$ cat src/rtl/debug_pkg.sv
// Shared debug-unit definitions: FSM state codes, command opcodes and command field layout.
// Also used by the debug data sender and the UART command path.
package debug_pkg;

  localparam int unsigned DBG_CMD_W   = 8;
  localparam int unsigned DBG_OP_W    = 2;
  localparam int unsigned DBG_OP_LSB  = DBG_CMD_W - DBG_OP_W;
  localparam int unsigned DBG_CNT_LSB = 0;
  localparam int unsigned DBG_CNT_W   = DBG_CMD_W - DBG_OP_W;

  typedef enum logic [2:0] {
    ST_IDLE      = 3'd0,
    ST_WAIT_CMD  = 3'd1,
    ST_STEP      = 3'd2,
    ST_RUN       = 3'd3,
    ST_SEND      = 3'd4,
    ST_WAIT_SEND = 3'd5,
    ST_DONE      = 3'd6
  } dbg_state_e;

  typedef enum logic [DBG_OP_W-1:0] {
    OP_STEP  = 2'b00,
    OP_RUN   = 2'b01,
    OP_ABORT = 2'b10,
    OP_RSVD  = 2'b11
  } dbg_op_e;

endpackage

$ cat src/rtl/debug_step_ctrl_if.sv
// Signal bundle between debug_step_ctrl and the UART / pipeline / snapshot-sender side.
// With STEP_BREAKPOINT_EN defined the PC breakpoint inputs are added.
interface debug_step_ctrl_if #(
  parameter int unsigned CMD_W      = 8,
  parameter int unsigned STEP_CNT_W = 16,
  parameter int unsigned PC_W       = 32
) ();

  logic                  is_start;
  logic [CMD_W-1:0]      i_rx_data;
  logic                  is_rx_done;
  logic                  is_stop_pipe;
  logic                  is_done_send;
  logic                  os_step;
  logic                  os_start_send;
  logic                  os_done;
  logic                  os_cmd_err;
  logic                  os_send_tout;
  logic [STEP_CNT_W-1:0] o_step_cnt;
`ifdef STEP_BREAKPOINT_EN
  logic [PC_W-1:0]       i_pc;
  logic [PC_W-1:0]       i_bp_addr;
  logic                  is_bp_en;
`else
  localparam int unsigned unused_pc_w = PC_W;
`endif

  modport slave (
`ifdef STEP_BREAKPOINT_EN
    input  i_pc, i_bp_addr, is_bp_en,
`endif
    input  is_start, i_rx_data, is_rx_done, is_stop_pipe, is_done_send,
    output os_step, os_start_send, os_done, os_cmd_err, os_send_tout, o_step_cnt
  );

  modport master (
`ifdef STEP_BREAKPOINT_EN
    output i_pc, i_bp_addr, is_bp_en,
`endif
    output is_start, i_rx_data, is_rx_done, is_stop_pipe, is_done_send,
    input  os_step, os_start_send, os_done, os_cmd_err, os_send_tout, o_step_cnt
  );

endinterface

$ cat src/rtl/dbg_timeout_cnt.sv
// Send-timeout counter: tc_o flags the TIMEOUT_CYC-th enabled cycle since the last clear.
// TIMEOUT_CYC = 0 builds no counter; tc_o is tied low.
module dbg_timeout_cnt #(
  parameter int unsigned TIMEOUT_CYC = 0
) (
  input  logic clk,
  input  logic rst,
  input  logic clr_i,
  input  logic en_i,
  output logic tc_o
);

  if (TIMEOUT_CYC == 0) begin : g_off
    logic unused_in;
    assign unused_in = ^{clk, rst, clr_i, en_i};
    assign tc_o      = 1'b0;
  end else begin : g_on
    localparam int unsigned CW = (TIMEOUT_CYC > 1) ? $clog2(TIMEOUT_CYC) : 1;

    logic [CW-1:0] cnt_q, cnt_d;

    assign tc_o = en_i && (cnt_q == CW'(TIMEOUT_CYC - 1));

    always_comb begin
      cnt_d = cnt_q;
      if (clr_i) begin
        cnt_d = '0;
      end else if (en_i) begin
        cnt_d = tc_o ? '0 : cnt_q + CW'(1);
      end
    end

    always_ff @(posedge clk or negedge rst) begin
      if (!rst) cnt_q <= '0;
      else      cnt_q <= cnt_d;
    end
  end

endmodule

$ cat src/rtl/debug_step_ctrl.sv
// Debug step controller: decodes UART commands, steps/runs the pipeline, then hands off to the
// snapshot sender. Optional PC breakpoint enabled by defining STEP_BREAKPOINT_EN.
module debug_step_ctrl
  import debug_pkg::*;
#(
  parameter int unsigned CMD_W       = DBG_CMD_W,
  parameter int unsigned STEP_CNT_W  = 16,
  parameter int unsigned TIMEOUT_CYC = 0,
  parameter int unsigned PC_W        = 32
) (
  input logic              clk,
  input logic              rst,
  debug_step_ctrl_if.slave bus
);

  localparam int unsigned N_W         = CMD_W - DBG_OP_W;
  localparam int unsigned unused_pc_w = PC_W;

  dbg_state_e            state_q, state_d;
  logic [N_W-1:0]        remain_q, remain_d;
  logic                  halted_q, halted_d;
  logic [STEP_CNT_W-1:0] cnt_q, cnt_d;
  logic                  step_q, step_d;
  logic                  send_q, send_d;
  logic                  done_q, done_d;
  logic                  err_q, err_d;
  logic                  tout_q, tout_d;
  logic                  tmo_clr, tmo_en, tmo_tc;
  logic                  bp_hit;
  dbg_op_e               op;
  logic [N_W-1:0]        n_cmd;

  assign op    = dbg_op_e'(bus.i_rx_data[CMD_W-1 -: DBG_OP_W]);
  assign n_cmd = bus.i_rx_data[N_W-1:0];

`ifdef STEP_BREAKPOINT_EN
  assign bp_hit = bus.is_bp_en && step_q && (bus.i_pc == bus.i_bp_addr);
`else
  assign bp_hit = 1'b0;
`endif

  dbg_timeout_cnt #(.TIMEOUT_CYC(TIMEOUT_CYC)) u_tmo (
    .clk   (clk),
    .rst   (rst),
    .clr_i (tmo_clr),
    .en_i  (tmo_en),
    .tc_o  (tmo_tc)
  );

  always_comb begin
    state_d  = state_q;
    remain_d = remain_q;
    halted_d = halted_q;
    cnt_d    = cnt_q;
    step_d   = 1'b0;
    send_d   = 1'b0;
    err_d    = 1'b0;
    tout_d   = 1'b0;
    tmo_clr  = 1'b0;
    tmo_en   = 1'b0;
    unique case (state_q)
      ST_IDLE, ST_DONE: begin
        if (bus.is_start) begin
          state_d  = ST_WAIT_CMD;
          cnt_d    = '0;
          halted_d = 1'b0;
        end
      end
      ST_WAIT_CMD: begin
        if (bus.is_rx_done) begin
          unique case (op)
            OP_STEP: begin
              remain_d = (n_cmd == '0) ? N_W'(1) : n_cmd;
              state_d  = ST_STEP;
            end
            OP_RUN:   state_d = ST_RUN;
            OP_ABORT: state_d = ST_DONE;
            OP_RSVD:  err_d   = 1'b1;
          endcase
        end
      end
      // A stop or breakpoint refers to the step already visible on os_step, so the one being
      // decided this cycle is withheld.
      ST_STEP: begin
        if (bus.is_stop_pipe) begin
          halted_d = 1'b1;
          state_d  = ST_SEND;
        end else if (bp_hit) begin
          state_d = ST_SEND;
        end else begin
          step_d   = 1'b1;
          cnt_d    = cnt_q + STEP_CNT_W'(1);
          remain_d = remain_q - N_W'(1);
          if (remain_q == N_W'(1)) state_d = ST_SEND;
        end
      end
      ST_RUN: begin
        if (bus.is_stop_pipe) begin
          halted_d = 1'b1;
          state_d  = ST_SEND;
        end else if (bp_hit) begin
          state_d = ST_SEND;
        end else begin
          step_d = 1'b1;
          cnt_d  = cnt_q + STEP_CNT_W'(1);
        end
      end
      ST_SEND: begin
        send_d  = 1'b1;
        tmo_clr = 1'b1;
        state_d = ST_WAIT_SEND;
        // Halt reported alongside the final burst step is seen here.
        if (bus.is_stop_pipe && step_q) halted_d = 1'b1;
      end
      ST_WAIT_SEND: begin
        tmo_en = 1'b1;
        if (bus.is_done_send) begin
          state_d = halted_q ? ST_DONE : ST_WAIT_CMD;
        end else if (tmo_tc) begin
          tout_d  = 1'b1;
          state_d = ST_SEND;
        end
      end
      default: state_d = ST_IDLE;
    endcase
    done_d = (state_d == ST_DONE);
  end

  always_ff @(posedge clk or negedge rst) begin
    if (!rst) begin
      state_q  <= ST_IDLE;
      remain_q <= '0;
      halted_q <= 1'b0;
      cnt_q    <= '0;
      step_q   <= 1'b0;
      send_q   <= 1'b0;
      done_q   <= 1'b0;
      err_q    <= 1'b0;
      tout_q   <= 1'b0;
    end else begin
      state_q  <= state_d;
      remain_q <= remain_d;
      halted_q <= halted_d;
      cnt_q    <= cnt_d;
      step_q   <= step_d;
      send_q   <= send_d;
      done_q   <= done_d;
      err_q    <= err_d;
      tout_q   <= tout_d;
    end
  end

  assign bus.os_step       = step_q;
  assign bus.os_start_send = send_q;
  assign bus.os_done       = done_q;
  assign bus.os_cmd_err    = err_q;
  assign bus.os_send_tout  = tout_q;
  assign bus.o_step_cnt    = cnt_q;

endmodule

$ cat src/flat_wrapper.sv
// flat-port wrapper written by rule: the top's interface ports become plain ports
module debug_step_ctrl_flat import debug_pkg::*;
#(
  parameter int unsigned CMD_W       = DBG_CMD_W,
  parameter int unsigned STEP_CNT_W  = 16,
  parameter int unsigned TIMEOUT_CYC = 0,
  parameter int unsigned PC_W        = 32
)
  (clk, rst, bus_is_start, bus_i_rx_data, bus_is_rx_done, bus_is_stop_pipe, bus_is_done_send, bus_os_step, bus_os_start_send, bus_os_done, bus_os_cmd_err, bus_os_send_tout, bus_o_step_cnt);
  debug_step_ctrl_if #(.CMD_W(CMD_W), .STEP_CNT_W(STEP_CNT_W), .PC_W(PC_W)) bus_i ();
  input logic clk;
  input logic rst;
  input wire logic [$bits(bus_i.is_start)-1:0] bus_is_start;
  input wire logic [$bits(bus_i.i_rx_data)-1:0] bus_i_rx_data;
  input wire logic [$bits(bus_i.is_rx_done)-1:0] bus_is_rx_done;
  input wire logic [$bits(bus_i.is_stop_pipe)-1:0] bus_is_stop_pipe;
  input wire logic [$bits(bus_i.is_done_send)-1:0] bus_is_done_send;
  output wire logic [$bits(bus_i.os_step)-1:0] bus_os_step;
  output wire logic [$bits(bus_i.os_start_send)-1:0] bus_os_start_send;
  output wire logic [$bits(bus_i.os_done)-1:0] bus_os_done;
  output wire logic [$bits(bus_i.os_cmd_err)-1:0] bus_os_cmd_err;
  output wire logic [$bits(bus_i.os_send_tout)-1:0] bus_os_send_tout;
  output wire logic [$bits(bus_i.o_step_cnt)-1:0] bus_o_step_cnt;
  assign bus_i.is_start = bus_is_start;
  assign bus_i.i_rx_data = bus_i_rx_data;
  assign bus_i.is_rx_done = bus_is_rx_done;
  assign bus_i.is_stop_pipe = bus_is_stop_pipe;
  assign bus_i.is_done_send = bus_is_done_send;
  assign bus_os_step = bus_i.os_step;
  assign bus_os_start_send = bus_i.os_start_send;
  assign bus_os_done = bus_i.os_done;
  assign bus_os_cmd_err = bus_i.os_cmd_err;
  assign bus_os_send_tout = bus_i.os_send_tout;
  assign bus_o_step_cnt = bus_i.o_step_cnt;
  debug_step_ctrl #(.CMD_W(CMD_W), .STEP_CNT_W(STEP_CNT_W), .TIMEOUT_CYC(TIMEOUT_CYC), .PC_W(PC_W)) u_core (.clk(clk), .rst(rst), .bus(bus_i));
endmodule
$ cat config.mk
export PLATFORM = sky130hd
export DESIGN_NAME = debug_step_ctrl_flat
export DESIGN_NICKNAME = d
export VERILOG_FILES = /design/src/rtl/debug_pkg.sv /design/src/rtl/debug_step_ctrl_if.sv /design/src/rtl/dbg_timeout_cnt.sv /design/src/rtl/debug_step_ctrl.sv /design/src/flat_wrapper.sv
export SDC_FILE = /design/constraint.sdc
export NUM_CORES = 1
export LEC_CHECK = 0
export ABC_CLOCK_PERIOD_IN_PS = 3200
export CORE_MARGIN = 2
export CORE_UTILIZATION = 30
export DETAILED_ROUTE_END_ITERATION = 6
export PLACE_DENSITY = 0.56
export SKIP_LAST_GASP = 1
export SYNTH_ARGS = -nofsm -noshare
export SYNTH_HDL_FRONTEND = slang
export SYNTH_SLANG_ARGS = --single-unit
$ cat constraint.sdc
create_clock -name clk -period 3.2 [get_ports clk]
set_input_delay 0.64 -clock clk [delete_from_list [all_inputs] [get_ports clk]]
set_output_delay 0.64 -clock clk [all_outputs]
set_load 0.05 [all_outputs]
==> results of run 1 <==
-- cells in the final DEF, fill, tap and decap left out, drive strengths merged, types with 2 or more instances in the layout --
master,synthesis,final
xnor2,2,2
nand2,31,31
nand4,7,7
nor2b,2,2
nor3b,3,3
and4,2,2
a22o,3,3
and2,2,2
dfrtp,30,30
or3,2,2
mux2i,12,12
nand2b,15,15
a2111oi,2,2
nor2,7,7
nand3,8,8
clkdlybuf4s50,0,33
a311oi,2,2
nor3,3,3
and3,3,3
o21ai,14,14
a21oi,10,10
or3b,2,2
clkbuf,2,8
inv,5,5
ha,3,3
a211oi,5,5
a21boi,2,2
-- per-layer routing --
layer  vias up  track usage (%)
met5         -                0
li1        790                -
met2        49             20.5
met3         4             4.15
met1       739             16.4
met4         0             3.96
-- registers in the layout, summed over array words and instances (netlist names) --
signal,count
u_core.remain_q,6
u_core.bus.os_step,1
u_core.bus.os_start_send,1
u_core.bus.os_cmd_err,1
u_core.bus.os_done,1
u_core.bus.o_step_cnt,16
u_core.state_q,3
u_core.halted_q,1
-- Yosys cell counts, drive strengths merged (3+ instances only) --
master  instances
mux2i          12
a211oi          5
nor2            7
dfrtp          30
o21ai          14
nand4           7
ha              3
a21oi          10
nand3           8
nand2b         15
nand2          31
a22o            3
inv             5
and3            3
buf            10
nor3            3
nor3b           3
-- per-stage QoR --
step / total power, mW / instance area, um2 / setup WS, ns / instances / utilization, %
after global routing: 1.65 / 2360 / 0.829 / 310 / 37.7
final: 1.54 / 2360 / 0.917 / 310 / 37.7
after floorplan: 1.07 / 1920 / 1.36 / 203 / -
after CTS: 1.56 / 2360 / 0.892 / 310 / 37.7
after global placement: 1.18 / 2250 / 0.765 / 302 / 35.9
after detailed placement: 1.19 / 2250 / 0.654 / 302 / 35.9
-- power by group through the flow --
| stage | registers (mW) | clock network [mW] | logic [mW] |
|---|---|---|---|
| finish | 0.605 | 0.367 | 0.567 |
| global route | 0.628 | 0.393 | 0.632 |
| CTS | 0.606 | 0.380 | 0.574 |
| detailed placement | 0.611 | 0 | 0.574 |
| global placement | 0.613 | 0 | 0.568 |
| floorplan | 0.626 | 0 | 0.448 |
-- cells by family after synthesis --
logic type	share of synthesized area [%]
AOI/OAI and AO/OA	18.3
xor gates and xnor gates	0.914
adders and majority gates	1.96
buffers and inverters	6.01
DFF	39.2
muxes	6.85
other	0.196
and+or+nand+nor	26.6
-- area by class of cell --
cell class | count | area [um2]
sequential | 30 | 751
timing repair buffer | 34 | 338
tap | 77 | 96.3
fill | 638 | 3910
inverter | 5 | 18.8
multi-input combinational | 156 | 1050
clock buffer | 8 | 110
-- worst paths after layout --
check / from / to / slack, ns / cells after the start
min in group asynchronous: rst / u_core.bus.o_step_cnt[14] / 0.75 / 2
worst min register to register: u_core.bus.o_step_cnt[15] / u_core.bus.o_step_cnt[15] / 0.55 / 2
max in group asynchronous: rst / u_core.state_q[0] / 2.15 / 2
worst max-delay path: u_core.bus.o_step_cnt[2] / bus_o_step_cnt[2] / 0.92 / 1
worst min-delay path: u_core.bus.o_step_cnt[15] / u_core.bus.o_step_cnt[15] / 0.55 / 2
worst max register to register: u_core.state_q[1] / u_core.remain_q[1] / 1.04 / 3
==> report_table.html, run 1 <==
<table>
<tr><th>Metric</th><th>Value</th></tr>
<tr><th colspan="2">Power and ir drop</th></tr>
<tr><td>Cell Pwr Density</td><td>650 nW/um2</td></tr>
<tr><td>Internal power</td><td>0.915 mW</td></tr>
<tr><td>Combinational Power Share</td><td>36.8%</td></tr>
<tr><td>VDD IR max</td><td>0.000222 V</td></tr>
<tr><td>Clock network fraction of design power</td><td>23.9%</td></tr>
<tr><td>Fraction of power spent switching nets</td><td>40.5%</td></tr>
<tr><td>Sequential fraction of design power</td><td>39.3%</td></tr>
<tr><td>NetSw</td><td>0.623 mW</td></tr>
<tr><td>Cell leakage power</td><td>0.937 nW</td></tr>
<tr><th colspan="2">Logic synthesis</th></tr>
<tr><td>Number of synthesis warnings</td><td>0</td></tr>
<tr><td>Distinct cell type count of the synthesized netlist</td><td>50</td></tr>
<tr><td>Syn Inst Count</td><td>203</td></tr>
<tr><td>Register bit count reported by yosys</td><td>30</td></tr>
<tr><td>Cell type with the largest total area after synthesis</td><td>sky130_fd_sc_hd__dfrtp_1</td></tr>
<tr><td>Cells taking the most area after synthesis</td><td>sky130_fd_sc_hd__dfrtp_1, sky130_fd_sc_hd__mux2i_1, sky130_fd_sc_hd__nand2_1, sky130_fd_sc_hd__nand2b_1, sky130_fd_sc_hd__buf_6</td></tr>
<tr><td>Yosys top cell area share</td><td>39.2%</td></tr>
<tr><td>Proportion of synthesized chip area in sequential cells</td><td>39.2%</td></tr>
<tr><td>Post-synthesis net count</td><td>220</td></tr>
<tr><td>Avg Cell Area, Syn</td><td>9.44 um2</td></tr>
<tr><td>Most used flip-flop cell after synthesis</td><td>sky130_fd_sc_hd__dfrtp_1</td></tr>
<tr><td>Netlist area before placement</td><td>1920 um2</td></tr>
<tr><td>Post-synth EDFFs</td><td>0</td></tr>
<tr><td>Fraction of synthesis flops using an asynchronous set or reset pin</td><td>100%</td></tr>
<tr><th colspan="2">Placed design</th></tr>
<tr><td>Port Buffer Count</td><td>33</td></tr>
<tr><td>Hpwl dp</td><td>2950 um</td></tr>
<tr><td>Final weighted congestion in routability-driven placement</td><td>0.731</td></tr>
<tr><th colspan="2">GRT</th></tr>
<tr><td>GR Overflow Total</td><td>0</td></tr>
<tr><td>Number of antenna violations at the first check in global routing</td><td>0</td></tr>
<tr><td>Global-route usage over all layers</td><td>12.8%</td></tr>
<tr><td>Pin count of the biggest net entering global routing</td><td>31</td></tr>
<tr><td>Via count of the first global-routing pass</td><td>1,535</td></tr>
<tr><td>Global-route wire length before repair</td><td>7260 um</td></tr>
<tr><th colspan="2">Detailed routing</th></tr>
<tr><td>Sum of routed wire length over all layers</td><td>4190 um</td></tr>
<tr><td>Number of vias after detailed routing</td><td>1,582</td></tr>
<tr><td>Wire length on met1</td><td>1960 um</td></tr>
<tr><td>Routed length per placed instance</td><td>13.5 um</td></tr>
<tr><td>Routed length on met3</td><td>246 um</td></tr>
<tr><td>Detailed-router iteration count before antenna repair</td><td>4</td></tr>
<tr><td>Met2 WL</td><td>1950 um</td></tr>
<tr><td>Antenna violation net count after detailed routing</td><td>0</td></tr>
<tr><td>Via density</td><td>5.10</td></tr>
<tr><td>Highest metal layer used by the detailed router</td><td>met4</td></tr>
<tr><td>DRC violations left</td><td>0</td></tr>
<tr><td>Initial DRC count</td><td>119</td></tr>
<tr><th colspan="2">Die</th></tr>
<tr><td>Chip height</td><td>83.9 um</td></tr>
<tr><td>Initial standard-cell utilization of the core</td><td>30.5%</td></tr>
<tr><td>IO Count</td><td>35</td></tr>
<tr><td>Die width</td><td>83.9 um</td></tr>
<tr><td>Die Area</td><td>7050 um2</td></tr>
<tr><td>Area inside the core boundary</td><td>6280 um2</td></tr>
<tr><td>Row cnt</td><td>29</td></tr>
<tr><th colspan="2">STA</th></tr>
<tr><td>Slew at the pin closest to its max-slew limit</td><td>0.845 ns</td></tr>
<tr><td>Final sum of negative setup slack</td><td>0 ns</td></tr>
<tr><td>Unrepaired setup endpoints after global routing</td><td>no</td></tr>
<tr><td>Total count of hold-check failures in the final report</td><td>0</td></tr>
<tr><td>Max-slew violation count</td><td>0</td></tr>
<tr><td>Maximum clock frequency</td><td>438 MHz</td></tr>
<tr><td>Clk_skew</td><td>0.00297 ns</td></tr>
<tr><td>Crit share post-route</td><td>71.3%</td></tr>
<tr><td>Period minus WS final</td><td>2.28 ns</td></tr>
<tr><td>Worst hold slack</td><td>0.545 ns</td></tr>
<tr><td>Number of setup violations in the final report</td><td>0</td></tr>
<tr><td>Remaining max-slew budget at the tightest pin</td><td>43.6%</td></tr>
<tr><th colspan="2">Clock tree</th></tr>
<tr><td>Clock tree root driver cell</td><td>sky130_fd_sc_hd__clkbuf_8</td></tr>
<tr><td>Number of post-CTS setup repair buffers</td><td>0</td></tr>
<tr><td>Hold buffers post-CTS</td><td>0</td></tr>
<tr><td>Number of buffers created by CTS</td><td>5</td></tr>
<tr><td>Worst-path clk slew</td><td>0.07 ns</td></tr>
<tr><td>Latest clock arrival within the worst-skew pair</td><td>0.28 ns</td></tr>
<tr><td>Clock sink count</td><td>30</td></tr>
<tr><td>Clock tree from TritonCTS</td><td>yes</td></tr>
<tr><td>Longest Clk Path Bufs</td><td>2</td></tr>
<tr><td>Gates resized, CTS repair</td><td>0</td></tr>
<tr><td>Level count of the clock H-tree</td><td>2</td></tr>
<tr><th colspan="2">Worst setup path</th></tr>
<tr><td>Dominant delay contributor by cell family on the critical path</td><td>buffers and inverters</td></tr>
<tr><td>Max stage delay on crit path</td><td>0.86 ns</td></tr>
<tr><td>Largest driver fanout on the critical path</td><td>10</td></tr>
<tr><td>Critical path startpoint category</td><td>flip-flop</td></tr>
<tr><td>Worst path slowest cell</td><td>sky130_fd_sc_hd__clkdlybuf4s50_1</td></tr>
<tr><td>Cells traversed along the worst timing path</td><td>clkdlybuf4s50_1</td></tr>
<tr><td>Critical Path AT</td><td>1.64 ns</td></tr>
<tr><td>Req. time, crit path</td><td>2.56 ns</td></tr>
<tr><td>Worst setup path category</td><td>flip-flop to output pin</td></tr>
<tr><td>Number of buffers and inverters on the critical path</td><td>1</td></tr>
<tr><td>Critical path capture point type</td><td>output pin</td></tr>
<tr><th colspan="2">Layout</th></tr>
<tr><td>Area growth from synthesis to layout</td><td>23.4%</td></tr>
<tr><td>N_diodes</td><td>0</td></tr>
<tr><td>Layout net count</td><td>249</td></tr>
<tr><td>Share of final-layout standard cells stronger than drive strength 1</td><td>10.3%</td></tr>
<tr><th colspan="2">Hold path</th></tr>
<tr><td>Worst min path class</td><td>flip-flop to flip-flop</td></tr>
<tr><th colspan="2">Outcome</th></tr>
<tr><td>Result of the run</td><td>completed</td></tr>
<tr><th colspan="2">Run</th></tr>
<tr><td>Maxcap violations</td><td>0</td></tr>
</table>
Note: power is estimated with default switching activity, not from simulation.
==> run 2, diff against run 1 <==
Settings changed: ABC_CLOCK_PERIOD_IN_PS 3200 to 2100.
Clock period 3.2 ns to 2.1 ns, I/O delays scaled along.
==> report_table.html, run 2 (same netlist as run 1, synthesis figures left out) <==
<table>
<tr><th>Metric</th><th>Value</th></tr>
<tr><th colspan="2">Die</th></tr>
<tr><td>Row cnt</td><td>29 (unchanged)</td></tr>
<tr><td>Die width</td><td>83.9 um (unchanged)</td></tr>
<tr><td>IO Count</td><td>35 (unchanged)</td></tr>
<tr><td>Initial standard-cell utilization of the core</td><td>30.5% (unchanged)</td></tr>
<tr><td>Die Area</td><td>7050 um2 (unchanged)</td></tr>
<tr><td>Chip height</td><td>83.9 um (unchanged)</td></tr>
<tr><td>Area inside the core boundary</td><td>6280 um2 (unchanged)</td></tr>
<tr><th colspan="2">GRT</th></tr>
<tr><td>Global-route wire length before repair</td><td>7430 um (was 7260 um)</td></tr>
<tr><td>Number of antenna violations at the first check in global routing</td><td>0 (unchanged)</td></tr>
<tr><td>Via count of the first global-routing pass</td><td>1,523 (was 1,535)</td></tr>
<tr><td>Global-route usage over all layers</td><td>13.0% (was 12.8%)</td></tr>
<tr><td>GR Overflow Total</td><td>0 (unchanged)</td></tr>
<tr><td>Pin count of the biggest net entering global routing</td><td>31 (unchanged)</td></tr>
<tr><th colspan="2">Clock tree</th></tr>
<tr><td>Level count of the clock H-tree</td><td>2 (unchanged)</td></tr>
<tr><td>Number of buffers created by CTS</td><td>5 (unchanged)</td></tr>
<tr><td>Latest clock arrival within the worst-skew pair</td><td>0.28 ns (about the same)</td></tr>
<tr><td>Worst-path clk slew</td><td>0.07 ns (about the same)</td></tr>
<tr><td>Clock tree root driver cell</td><td>sky130_fd_sc_hd__clkbuf_8 (unchanged)</td></tr>
<tr><td>Hold buffers post-CTS</td><td>0 (unchanged)</td></tr>
<tr><td>Clock tree from TritonCTS</td><td>yes (unchanged)</td></tr>
<tr><td>Number of post-CTS setup repair buffers</td><td>0 (unchanged)</td></tr>
<tr><td>Gates resized, CTS repair</td><td>0 (unchanged)</td></tr>
<tr><td>Clock sink count</td><td>30 (unchanged)</td></tr>
<tr><td>Longest Clk Path Bufs</td><td>2 (unchanged)</td></tr>
<tr><th colspan="2">Placed design</th></tr>
<tr><td>Port Buffer Count</td><td>33 (unchanged)</td></tr>
<tr><td>Hpwl dp</td><td>3050 um (was 2950 um)</td></tr>
<tr><td>Placed cells</td><td>313 (was 302)</td></tr>
<tr><td>Post-placement worst setup slack</td><td>-0.0347 ns (was 0.654 ns)</td></tr>
<tr><td>Final weighted congestion in routability-driven placement</td><td>0.778 (was 0.731)</td></tr>
<tr><th colspan="2">STA</th></tr>
<tr><td>Maximum clock frequency</td><td>502 MHz</td></tr>
<tr><td>Setup WS post-layout</td><td>0.107 ns (was 0.917 ns)</td></tr>
<tr><td>Unrepaired setup endpoints after global routing</td><td>no (unchanged)</td></tr>
<tr><td>Period minus WS final</td><td>1.99 ns</td></tr>
<tr><td>Clk_skew</td><td>0.00462 ns (was 0.00297 ns)</td></tr>
<tr><td>Slew at the pin closest to its max-slew limit</td><td>0.505 ns (was 0.845 ns)</td></tr>
<tr><td>Max-slew violation count</td><td>0 (unchanged)</td></tr>
<tr><td>Crit share post-route</td><td>94.9%</td></tr>
<tr><td>Number of setup violations in the final report</td><td>0 (unchanged)</td></tr>
<tr><td>Total count of hold-check failures in the final report</td><td>0 (unchanged)</td></tr>
<tr><td>Remaining max-slew budget at the tightest pin</td><td>66.2% (was 43.6%)</td></tr>
<tr><th colspan="2">Layout</th></tr>
<tr><td>N_diodes</td><td>0 (unchanged)</td></tr>
<tr><td>Commonest cells after routing, fill and taps aside</td><td>sky130_fd_sc_hd__clkdlybuf4s50_1, sky130_fd_sc_hd__nand2_1, sky130_fd_sc_hd__dfrtp_1, sky130_fd_sc_hd__nand2b_1 (was sky130_fd_sc_hd__clkdlybuf4s50_1, sky130_fd_sc_hd__nand2_1, sky130_fd_sc_hd__dfrtp_1, sky130_fd_sc_hd__nand2b_1, sky130_fd_sc_hd__mux2i_1)</td></tr>
<tr><td>Number of standard cells in the layout, taps in and fillers out</td><td>320 (was 310)</td></tr>
<tr><td>Layout net count</td><td>260 (was 249)</td></tr>
<tr><td>Commonest non-fill, non-tap cell in the layout</td><td>sky130_fd_sc_hd__clkdlybuf4s50_1 (unchanged)</td></tr>
<tr><td>Flip-flop count of the largest register, all copies and words added</td><td>16 (unchanged)</td></tr>
<tr><td>Area growth from synthesis to layout</td><td>26.6% (was 23.4%)</td></tr>
<tr><td>Share of final-layout standard cells stronger than drive strength 1</td><td>14.4% (was 10.3%)</td></tr>
<tr><th colspan="2">Detailed routing</th></tr>
<tr><td>Via density</td><td>4.99 (was 5.10)</td></tr>
<tr><td>Number of vias after detailed routing</td><td>1,597 (was 1,582)</td></tr>
<tr><td>Initial DRC count</td><td>96 (was 119)</td></tr>
<tr><td>DRC violations left</td><td>0 (unchanged)</td></tr>
<tr><td>Antenna violation net count after detailed routing</td><td>0 (unchanged)</td></tr>
<tr><td>Routed length per placed instance</td><td>13.5 um (about the same)</td></tr>
<tr><td>Sum of routed wire length over all layers</td><td>4310 um (was 4190 um)</td></tr>
<tr><td>Detailed-router iteration count before antenna repair</td><td>4 (unchanged)</td></tr>
<tr><th colspan="2">Worst setup path</th></tr>
<tr><td>Largest driver fanout on the critical path</td><td>6 (was 10)</td></tr>
<tr><td>Cells traversed along the worst timing path</td><td>clkdlybuf4s50_1 (unchanged)</td></tr>
<tr><td>Critical path capture point type</td><td>output pin (unchanged)</td></tr>
<tr><td>Critical path startpoint category</td><td>flip-flop (unchanged)</td></tr>
<tr><td>Max stage delay on crit path</td><td>0.84 ns (was 0.86 ns)</td></tr>
<tr><td>Dominant delay contributor by cell family on the critical path</td><td>buffers and inverters (unchanged)</td></tr>
<tr><td>Number of buffers and inverters on the critical path</td><td>1 (unchanged)</td></tr>
<tr><td>Critical register-to-register path endpoint</td><td>u_core.bus.o_step_cnt[6] (was u_core.remain_q[1])</td></tr>
<tr><td>Req. time, crit path</td><td>1.68 ns (was 2.56 ns)</td></tr>
<tr><td>Worst setup path category</td><td>flip-flop to output pin (unchanged)</td></tr>
<tr><td>Reg-to-reg slack, setup</td><td>0.23 ns (was 1.04 ns)</td></tr>
<tr><td>Logic depth of the worst register-to-register path</td><td>5 (was 3)</td></tr>
<tr><td>Critical Path AT</td><td>1.57 ns (was 1.64 ns)</td></tr>
<tr><td>RR Startpoint</td><td>u_core.state_q[0] (was u_core.state_q[1])</td></tr>
<tr><td>Worst path slowest cell</td><td>sky130_fd_sc_hd__clkdlybuf4s50_1 (unchanged)</td></tr>
<tr><th colspan="2">Power and ir drop</th></tr>
<tr><td>Cell Pwr Density</td><td>959 nW/um2 (was 650 nW/um2)</td></tr>
<tr><td>VDD IR max</td><td>0.000462 V (was 0.000222 V)</td></tr>
<tr><td>Cell leakage power</td><td>0.982 nW (was 0.937 nW)</td></tr>
<tr><th colspan="2">Outcome</th></tr>
<tr><td>Result of the run</td><td>completed (unchanged)</td></tr>
<tr><th colspan="2">Run</th></tr>
<tr><td>Maxcap violations</td><td>0 (unchanged)</td></tr>
<tr><th colspan="2">Hold path</th></tr>
<tr><td>Worst min path class</td><td>input pin to asynchronous set/reset pin (was flip-flop to flip-flop)</td></tr>
</table>
run 2: cell count changes in the layout (fill, tap and decap cells not counted), sizes merged:
| cell | delta |
|---|---|
| buf | +12 |
| clkdlybuf4s50 | -1 |
| clkbuf | -3 |
| clkinv | +2 |
run 2: metrics by stage:
step	hold WS, ns	cell area, um2	total power [mW]	TNS [ns]	util (%)
5_1_grt	0.559	2430	2.52	0	38.6
3_3_place_gp	0.532	2350	1.89	-0.00350	37.4
2_1_floorplan	0.124	1920	1.64	0	-
4_1_cts	0.544	2430	2.36	0	38.6
6_report	0.534	2430	2.33	0	38.6
3_5_place_dp	0.536	2350	1.90	-0.0566	37.4
run 2: power breakdown:
part | total, mW | internal, mW | switching [mW]
Clock | 0.440 | 0.222 | 0.218
Sequential | 0.924 | 0.707 | 0.216
Combinational | 0.963 | 0.429 | 0.534
run 2: worst max path at each step:
stage / start / to / slack (ns) / cells after the start
final: u_core.bus.o_step_cnt[0] / bus_o_step_cnt[0] / 0.11 / 1
after global routing: u_core.bus.o_step_cnt[0] / bus_o_step_cnt[0] / 0.03 / 1
after CTS: u_core.bus.o_step_cnt[0] / bus_o_step_cnt[0] / 0.09 / 1
after detailed placement: bus_is_start / u_core.bus.o_step_cnt[6] / -0.03 / 6
after global placement: bus_is_start / u_core.bus.o_step_cnt[6] / -0.003 / 6
after floorplan: u_core.bus.o_step_cnt[3] / u_core.bus.o_step_cnt[14] / 0.26 / 4
run 2: final cells by class:
| class | count | area, um2 |
|---|---|---|
| well taps | 77 | 96.3 |
| repair buffers | 45 | 430 |
| flip-flops and latches | 30 | 751 |
| inverters | 5 | 18.8 |
| multi-input cells | 156 | 1050 |
| clock inverters | 2 | 10.0 |
| clock buffers | 5 | 68.8 |
| fillers | 642 | 3850 |
run 2: worst register-to-register path, delay by kind of cell (launching register included):
family          cells  cell delay (ns)
simple gates        2             0.60
flops               1             0.52
compound gates      1             0.29
mux                 1             0.21
buf+inv             1             0.18
run 2: layer usage:
metal	GRT usage (%)	vias up	wire length, um
met5	0	-	0
met3	4.75	2	202
li1	-	809	-
met4	3.08	0	15
met1	17.9	746	2100
met2	19.6	40	1990
==> run 3, diff against run 2 <==
Settings changed: GPL_ROUTABILITY_DRIVEN set to 0.
==> results of run 3 <==
Final layout, timing and power as in run 2 (identical DEF).
